==> config.mk <==
export PLATFORM = sky130hd
export DESIGN_NAME = wb_write_queue
export DESIGN_NICKNAME = d
export VERILOG_FILES = /design/src/rtl/wb_write_queue.sv
export SDC_FILE = /design/constraint.sdc
export NUM_CORES = 1
export LEC_CHECK = 0
export BUFFER_PORTS_ARGS = -buffer_cell sky130_fd_sc_hd__buf_2
export CAP_MARGIN = 0
export CORE_AREA = 5 5 135 137
export DETAILED_ROUTE_END_ITERATION = 8
export DIE_AREA = 0 0 140 142
export HOLD_SLACK_MARGIN = 0.06
export PLACE_DENSITY = 0.87
export SYNTH_ARGS = -nofsm -noshare
export SYNTH_HDL_FRONTEND = slang
export SYNTH_SLANG_ARGS = --single-unit
==> constraint.sdc <==
create_clock -name clk -period 6.5 [get_ports clk]
set_clock_uncertainty 0.05 [all_clocks]
set_input_delay 1.95 -clock clk [delete_from_list [all_inputs] [get_ports clk]]
set_output_delay 1.95 -clock clk [all_outputs]
set_load 0.01 [all_outputs]
==> src/rtl/wb_write_queue.sv <==
// wb_write_queue: two-source (load/ALU) in-order writeback queue driving the register file write port
module wb_write_queue #(
  parameter int DEPTH = 4
) (
  input  logic                     clk,
  input  logic                     rst,
  input  logic                     ld_valid,
  input  logic [4:0]               ld_rd,
  input  logic [31:0]              ld_data,
  output logic                     ld_ready,
  input  logic                     alu_valid,
  input  logic [4:0]               alu_rd,
  input  logic [31:0]              alu_data,
  output logic                     alu_ready,
  output logic [4:0]               A3,
  output logic [31:0]              WD,
  output logic                     We,
  output logic [31:0]              pending,
  output logic [$clog2(DEPTH):0]   count
);
  localparam int AW = $clog2(DEPTH);
  localparam int CW = AW + 1;
  localparam logic [CW-1:0] FULL = CW'(DEPTH);
  localparam logic [CW-1:0] ALMOST = CW'(DEPTH - 1);
  logic [4:0]    mem_rd   [DEPTH];
  logic [31:0]   mem_data [DEPTH];
  logic [AW-1:0] wr_ptr, rd_ptr, off;
  logic          ld_push, alu_push, pop;
  assign ld_ready  = !rst && (count < FULL);
  assign alu_ready = !rst && ((count < ALMOST) || ((count < FULL) && !ld_valid));
  // rd==0 results complete the handshake but are dropped (x0 is never written)
  assign ld_push  = ld_valid && ld_ready && (ld_rd != 5'd0);
  assign alu_push = alu_valid && alu_ready && (alu_rd != 5'd0);
  assign pop      = count != '0;
  assign We = pop;
  assign A3 = pop ? mem_rd[rd_ptr] : 5'd0;
  assign WD = pop ? mem_data[rd_ptr] : 32'd0;
  always_comb begin
    pending = '0;
    off = '0;
    for (int i = 0; i < DEPTH; i++) begin
      off = AW'(i) - rd_ptr;
      if ({1'b0, off} < count) pending = pending | (32'd1 << mem_rd[i]);
    end
  end
  always_ff @(posedge clk) begin
    if (rst) begin
      wr_ptr <= '0;
      rd_ptr <= '0;
      count  <= '0;
    end else begin
      wr_ptr <= wr_ptr + AW'(ld_push) + AW'(alu_push);
      rd_ptr <= rd_ptr + AW'(pop);
      count  <= count + CW'(ld_push) + CW'(alu_push) - CW'(pop);
    end
  end
  // load takes the first free slot, ALU the one after it
  always_ff @(posedge clk) begin
    if (ld_push) begin
      mem_rd[wr_ptr]   <= ld_rd;
      mem_data[wr_ptr] <= ld_data;
    end
    if (alu_push) begin
      mem_rd[wr_ptr + AW'(ld_push)]   <= alu_rd;
      mem_data[wr_ptr + AW'(ld_push)] <= alu_data;
    end
  end
endmodule
Yosys cells after proc, flatten, opt, wreduce, memory -nomap -nowiden --
Memories as Yosys holds them, arrays and structs flattened. A register that Yosys moved wholly into a read port is not among the register bits. Index checks and enable logic that the tools add are counted.
Word-level totals: flip-flop bits (word level) 7, bits in writable memories 148, input bits 78, output and inout port bits 75, word-level logic and storage cells 53, memories 2
Operators by class: add/subtract/negate cells 10, magnitude comparators 6, shift operators 4, muxes and demuxes 12, bitwise operators 3, reduce and logical (&&, ||, !) cells 13
Memories:
- mem_data | words 4, bits a word 32, read ports 1, clocked after Yosys merged registers in 1, write ports 2, line 26 | logic [31:0] mem_data [DEPTH];
- mem_rd | words 4, bits a word 5, read ports 5, clocked after Yosys merged registers in 1, write ports 2, line 25 | logic [4:0] mem_rd [DEPTH];
Operator list (count):
- 2-to-1 mux 32 bit | 5
- << shifter 1 x 5 -> 32 bit (first input constant) | 4
- OR 32 bit | 3
- < comparator 2 x 3 -> 1 bit | 4
- nonzero test 5 bit | 2
- logical AND 1 bit | 7
- adder 2 x 1 -> 2 bit | 3
- adder 3 x 1 -> 3 bit | 2
- 2-to-1 mux 5 bit | 1
- 2-to-1 mux 1 bit | 4
- 2-to-1 mux 2 bit | 2
- subtractor 1 x 2 -> 2 bit (first input constant) | 2
- subtractor 2 bit (first input constant) | 2
- < comparator 3 x 2 -> 1 bit (second input constant) | 1
- < comparator 3 bit (second input constant) | 1
- nonzero test 3 bit | 1
- subtractor 3 x 1 -> 3 bit | 1
- logical NOT 1 bit | 2
- logical OR 1 bit | 1

Depth between registers and ports, before layout --
Gate-level depths: netlist (run 1).
word-level depth 9, depth in mapped cells 11, depth with buffers taken out 10

Worst setup path after synthesis (run 1) --
Ideal clock, no wire load.
path kind in2reg, start input rst, end memory mem_data[1][0] (enable), library setup time 0.483 ns, arrival time 5.268 ns, required time 5.967 ns, setup slack 0.700 ns, cell stages on the path 6, buffers on the path 1, cell sequence buf_2 nor2_1 o211ai_1 inv_1 nand2b_1 o21ai_0
RTL lines:
- start, declared | line 6 | input logic rst,
- end, declared | line 26

Worst setup path in the final report (run 1) --
start register rd_ptr[0], end output pending[7]
On the way: longest elaborated chain between the ends 9, elaborated cells on any way between the ends 15, those cells by class add/sub: 4; order compare: 4; mux: 4; bitwise: 3
RTL lines:
- start, declared | line 27 | logic [AW-1:0] wr_ptr, rd_ptr, off;
- start signal, assigned | line 53 | rd_ptr <= rd_ptr + AW'(pop);
- subtractor 1 x 2 -> 2 bit | line 42 | off = AW'(i) - rd_ptr;
- < comparator 2 x 3 -> 1 bit | line 43 | if ({1'b0, off} < count) pending = pending | (32'd1 << mem_rd[i]);
- 2-to-1 mux 32 bit | line 43
- OR 32 bit | line 43
- 2-to-1 mux 32 bit | line 43
- OR 32 bit | line 43
- 2-to-1 mux 32 bit | line 43
- OR 32 bit | line 43
- 2-to-1 mux 32 bit (*) | line 43
- end, declared | line 18 | output logic [31:0] pending,
Mark *: on every way between the ends. The rest lies on a longest branch, timed or not.

==> results of run 1 <==
-- layout make-up --
class | count | area (sq um)
repair buffers | 166 | 866
diodes | 2 | 5.00
multi-input cells | 430 | 4530
well taps | 225 | 282
flip-flops and latches | 155 | 4590
clock inverters | 15 | 224
clock buffers | 17 | 425
fillers | 1231 | 5940
inverters | 19 | 73.8
-- metal layers --
layer	vias up	routed length (um)	global-route usage, %	share of wire (%)
met3	47	2150	4.94	8.9
met4	2	572	9.18	2.4
li1	2893	-	-	-
met5	-	7	0	0.029
met1	3221	9560	32.0	39
met2	353	12000	40.9	49
-- cell usage after synthesis (all sizes together), types with 3 or more instances --
library cell  instances
nand2b               14
edfxtp              148
nor2b                60
a211o                 3
o221ai               24
clkbuf               15
nand2                11
nor2                 16
a22oi                16
o2111ai              10
dfxtp                 7
nand3b                3
or2                   4
mux4                 37
nand3                 4
ha                    9
o21ai                 4
or4                   3
and2                  5
xnor2                 4
o22ai                 8
a2bb2oi               7
inv                  19
mux2                148
buf                  25
o2111a                6
nor3                  4
a2111oi               5
a221o                 5
-- where the power goes --
part,switching [mW],total [mW],internal [mW]
Sequential,0.141,1.40,1.26
Combinational,0.871,1.61,0.734
Clock,0.403,1.08,0.681
Total,1.42,4.09,2.67
-- metrics by stage --
step / power [mW] / setup WS [ps] / cells
floorplan: 2.47 / 700 / 644
global placement: 2.97 / 1310 / 995
detailed placement: 3.01 / 1210 / 995
CTS: 4.11 / 995 / 1027
global route: 4.29 / 711 / 1029
finish: 4.09 / 1030 / 1029
-- layout by cell type, fill, tap and decap left out, types with 3 or more instances in the layout --
cell type / n
nor2_1: 16
mux4_2: 37
a2bb2oi_1: 7
inv_1: 18
or2_2: 4
o2111ai_1: 10
mux2_2: 110
bufinv_16: 5
mux2_4: 38
a221o_1: 5
buf_4: 14
and2_1: 5
or4_1: 3
nand2b_1: 14
ha_1: 9
nor2b_1: 60
dfxtp_1: 5
a211o_1: 3
a2111oi_0: 5
clkbuf_16: 17
o221ai_1: 24
nand2_1: 11
buf_2: 152
o2111a_1: 6
edfxtp_1: 148
xnor2_1: 4
clkinv_4: 6
nand3b_1: 3
a22oi_1: 16
o22ai_1: 8
-- final timing paths --
check | startpoint | slack [ps] | endpoint
max | rd_ptr[0] | 1030 | pending[7]
min | wr_ptr[1] | 750 | wr_ptr[1]
max reg2reg | count[2] | 2880 | mem_data[0][25]
min reg2reg | wr_ptr[1] | 750 | wr_ptr[1]
-- sequential cells by signal, summed over array words and instances, names as in the netlist --
name,flops
count,3
mem_data,128
mem_rd,20
rd_ptr,2
wr_ptr,2
-- worst max-delay path, cell delays in order (launching register included) --
cell       delay (ps)
dfxtp_4           890
xor2_1            190
ha_1              340
nor2b_1           140
a2111oi_0         980
a22oi_1           170
o221ai_1          130
buf_2             170
-- cells by family (layout without fill, tap and decap cells) --
| kind of cell | count (synthesis) | after routing | synth area share, % |
|---|---|---|---|
| simple gates | 129 | 129 | 8.14 |
| mux | 185 | 185 | 28.2 |
| xor+xnor | 6 | 6 | 0.562 |
| buf+inv | 59 | 217 | 3.38 |
| other cells | 0 | 2 | 0 |
| compound gates | 99 | 99 | 9.03 |
| fa+ha+maj | 11 | 11 | 1.63 |
| flops | 155 | 155 | 49.0 |
==> flow_metrics.env, run 1 <==
export IMPL_worst_pin_slew_ps=1080
export IMPL_die_y_um=142
export IMPL_wl_um=24300
export IMPL_synth_cell_types=50
export IMPL_clock_root_buffer="clkbuf_16"
export IMPL_track_usage_pct=24.5
export IMPL_ioPinCount=153
export IMPL_status="completed"
export IMPL_core_area_sq_um=16900
export IMPL_fin_nets=878
export IMPL_cts_resized=0
export IMPL_synth_area_sq_um=9360
export IMPL_firstDrtPassIters=5
export IMPL_drive_above_1_share_pct=50.2
export IMPL_place_hpwl_um=16200
export IMPL_dieArea_sq_um=19900
export IMPL_finalSetupViolCount=0
export IMPL_overflow=0
export IMPL_place_gp_congestion=0.981
export IMPL_synth_async_reset_ratio_pct=0
export IMPL_synthTopCellsByArea="edfxtp_1, mux2_2, mux4_2"
export IMPL_synth_warning_count=0
export IMPL_ff2ff_path_depth=9
export IMPL_worst_path_max_fanout=46
export IMPL_antenna_found_initial=3
export IMPL_synth_seq_cells=155
export IMPL_crit_arrival_ps=3470
export IMPL_max_clock_path_buffers=2
export IMPL_synth_avg_cell_area_sq_um=14.5
export IMPL_synth_top_area_share_pct=47.5
export IMPL_drt_iter0_markers=562
export IMPL_final_cell_area_sq_um=11000
export IMPL_report_final_slew_viol_count=0
export IMPL_clock_latency_ps=420
export IMPL_path_class="flop to output pin"
export IMPL_fmax_mhz=183
export IMPL_wl_per_cell_um=23.6
export IMPL_syn_num_nets=733
export IMPL_yosys_area_top_type="edfxtp_1"
export IMPL_synth_enable_flop_cells=148
export IMPL_post_cts_setup_buffers=0
export IMPL_max_slew_margin_pct=26.0
export IMPL_critPathLaunchType="flop"
export IMPL_clkTransAtPathRegs_ps=60
export IMPL_grt_max_degree=47
export IMPL_cts_tree="yes"
export IMPL_final_hold_viol_count=0
export IMPL_rsz0062_at_grt="no"
export IMPL_holdWs_ps=751
export IMPL_dieWidth_um=140
export IMPL_peakVddDrop_mv=0.226
export IMPL_cts_buffers=17
export IMPL_io_buffer_count=152
export IMPL_fin_crit_sh_pct=84.1
export IMPL_ctsHoldBuffers=0
export IMPL_grt_pass1_wl_um=37700
export IMPL_worstPathRequired_ps=4500
export IMPL_ant_nets=0
export IMPL_drv_cap=0
export IMPL_start_util_pct=55.2
export IMPL_route_vias_total=6516
export IMPL_drc_errors=0
export IMPL_worst_setup_path_end_kind="output pin"
export IMPL_synth_cells=644
export IMPL_cts_sinks=155
export IMPL_p_leak_nw=4.07
export IMPL_core_rowCount=48
export IMPL_min_path_cells=3
export IMPL_ys_flop_type="edfxtp_1"
export IMPL_final_core_util_pct=64.9
export IMPL_dpl_cell_area_sq_um=10300
export IMPL_area_growth_pct=17.5
export IMPL_hp_class="flop to flop"
export IMPL_power_density_nw_per_um2=372
export IMPL_htreeDepth=4
export IMPL_ys_seq_area_share_pct=49.0
export IMPL_routed_via_density=6.33
export IMPL_grt_pass1_vias=6680
export IMPL_fin_crit_ps=5470
export IMPL_setup_tns_ps=0
Power figures use the tool's default switching activity.
==> run 2: changes to the inputs <==
Clock period 6.5 ns to 5.4 ns, I/O delays scaled along.
==> run 2 against run 1 <==
Against the previous run: die area is the same; global-route usage rose by 0.82 points; sequential share of layout area is 0.17 points lower; final area up 0.40%; utilization grew 0.26 points; sequential cell count did not move; combinational power up 25%; power increased by 21%; cell count up 0.58%; sequential power up 17%; critical endpoint is now pending[30].
==> flow_metrics.env, run 2 (synthesized netlist as in run 1, its figures left out) <==
export IMPL_drive_above_1_share_pct=50.4
export IMPL_ant_nets=0
export IMPL_place_hpwl_um=16800
export IMPL_largest_reg_flops=128
export IMPL_clkTransAtPathRegs_ps=60
export IMPL_critPathLaunchType="flop"
export IMPL_status="completed"
export IMPL_crit_arrival_ps=2770
export IMPL_peakVddDrop_mv=0.336
export IMPL_cts_buffers=17
export IMPL_critPathTopFamily="simple AND/OR/NAND/NOR gates"
export IMPL_cts_sinks=155
export IMPL_firstDrtPassIters=8
export IMPL_crit_chain="inv_1, ha_1, a211oi_1, nor4b_2, nor2b_1, a211o_1, buf_2"
export IMPL_max_clock_path_buffers=2
export IMPL_multi_input_area_sq_um=4530
export IMPL_wl_um=25300
export IMPL_place_gp_congestion=0.965
export IMPL_track_usage_pct=25.3
export IMPL_min_path_cells=3
export IMPL_top_register="mem_data"
export IMPL_clock_latency_ps=420
export IMPL_wl_per_cell_um=24.4
export IMPL_setup_tns_ps=0
export IMPL_grt_pass1_wl_um=38800
export IMPL_post_cts_setup_buffers=0
export IMPL_grt_max_degree=38
export IMPL_drv_cap=0
export IMPL_min_to="count[2]"
export IMPL_antenna_found_initial=4
export IMPL_fin_crit_sh_pct=82.2
export IMPL_report_final_slew_viol_count=0
export IMPL_rsz0062_at_grt="no"
export IMPL_io_buffer_count=152
export IMPL_ff2ff_path_depth=8
export IMPL_cts_tree="yes"
export IMPL_power_density_nw_per_um2=450
export IMPL_dieWidth_um=140
export IMPL_die_y_um=142
export IMPL_ioPinCount=153
export IMPL_area_growth_pct=18.0
export IMPL_routed_via_density=6.44
export IMPL_final_hold_viol_count=0
export IMPL_reg_largest_list="mem_data x128, mem_rd x20, count x3"
export IMPL_crit_slowest_cell="nor4b_2"
export IMPL_min_delay_start="count[1]"
export IMPL_layout_common_cells="buf_2, edfxtp_1, mux2_2"
export IMPL_max_stage_delay_ps=860
export IMPL_hp_class="flop to flop"
export IMPL_fin_nets=883
export IMPL_fin_crit_ps=4440
export IMPL_layout_commonest_cell="buf_2"
export IMPL_final_cell_area_sq_um=11000
export IMPL_cts_resized=0
export IMPL_route_vias_total=6667
export IMPL_start_util_pct=55.2
export IMPL_dpl_cell_area_sq_um=10400
export IMPL_register_area_sq_um=4590
export IMPL_worst_setup_path_end_kind="output pin"
export IMPL_reg2reg_from="count[2]"
export IMPL_worst_path_max_fanout=8
export IMPL_dieArea_sq_um=19900
export IMPL_htreeDepth=4
export IMPL_grt_pass1_vias=6899
export IMPL_overflow=0
export IMPL_path_class="flop to output pin"
export IMPL_drt_iter0_markers=532
export IMPL_p_leak_nw=4.09
export IMPL_path_buf_inv=2
export IMPL_worst_pin_slew_ps=1290
export IMPL_core_rowCount=48
export IMPL_max_slew_margin_pct=13.5
export IMPL_fillers=1190
export IMPL_ff2ff_setup_slack_ps=1960
export IMPL_clock_root_buffer="clkbuf_16"
export IMPL_fmax_mhz=225
export IMPL_ctsHoldBuffers=0
export IMPL_r2r_end="mem_data[0][23]"
export IMPL_worstPathRequired_ps=3730
export IMPL_finalSetupViolCount=0
export IMPL_holdWs_ps=751
export IMPL_drc_errors=0
export IMPL_core_area_sq_um=16900
==> run 2: metrics by stage <==
step | worst slack [ps] | utilization, % | std cells | total power [mW]
2_1_floorplan | 395 | - | 644 | 2.97
3_3_place_gp | 805 | 61.3 | 1000 | 3.59
3_5_place_dp | 721 | 61.3 | 1000 | 3.64
4_1_cts | 973 | 65.1 | 1032 | 4.97
5_1_grt | 815 | 65.1 | 1033 | 5.19
6_report | 960 | 65.2 | 1035 | 4.96
==> run 2: final cells by class <==
class                   count  area share, %
diodes                      3         0.0680
clock buffers              21           4.17
flip-flops and latches    155           41.6
well taps                 225           2.55
inverters                  19          0.669
clock inverters            11           1.73
repair buffers            171           8.19
multi-input cells         430           41.0
==> run 2: power by group <==
group	switching, mW	internal [mW]
Sequential	0.124	1.52
Combinational	1.11	0.895
Clock	0.466	0.844
==> run 2: routing by layer <==
metal  share of wire (%)  wire (um)  track usage, %  vias to the layer above
li1                    -          -               -                     2902
met2                  49      12500            43.6                      407
met4                 3.8        954            9.23                        6
met1                  38       9610            31.2                     3264
met3                 8.6       2170            6.25                       88
met5                0.10         26               0                        -
==> run 2: how the worst max path moves through the flow <==
stage / start / to / slack [ps] / cells past startpoint
after CTS: count[1] / pending[30] / 970 / 7
final: count[1] / pending[30] / 960 / 7
after detailed placement: ld_rd[0] / mem_data[0][16] / 720 / 8
after global placement: ld_rd[0] / mem_data[0][16] / 800 / 8
after global routing: count[1] / pending[21] / 820 / 8
after floorplan: ld_rd[0] / mem_data[3][0] / 400 / 9
==> run 2: worst min-delay path, delay by kind of cell (launching register included) <==
kind	cells	cell delay, ps
xor gates and xnor gates	1	70
adders and majority gates	1	180
DFF	1	400
and+or+nand+nor	1	100
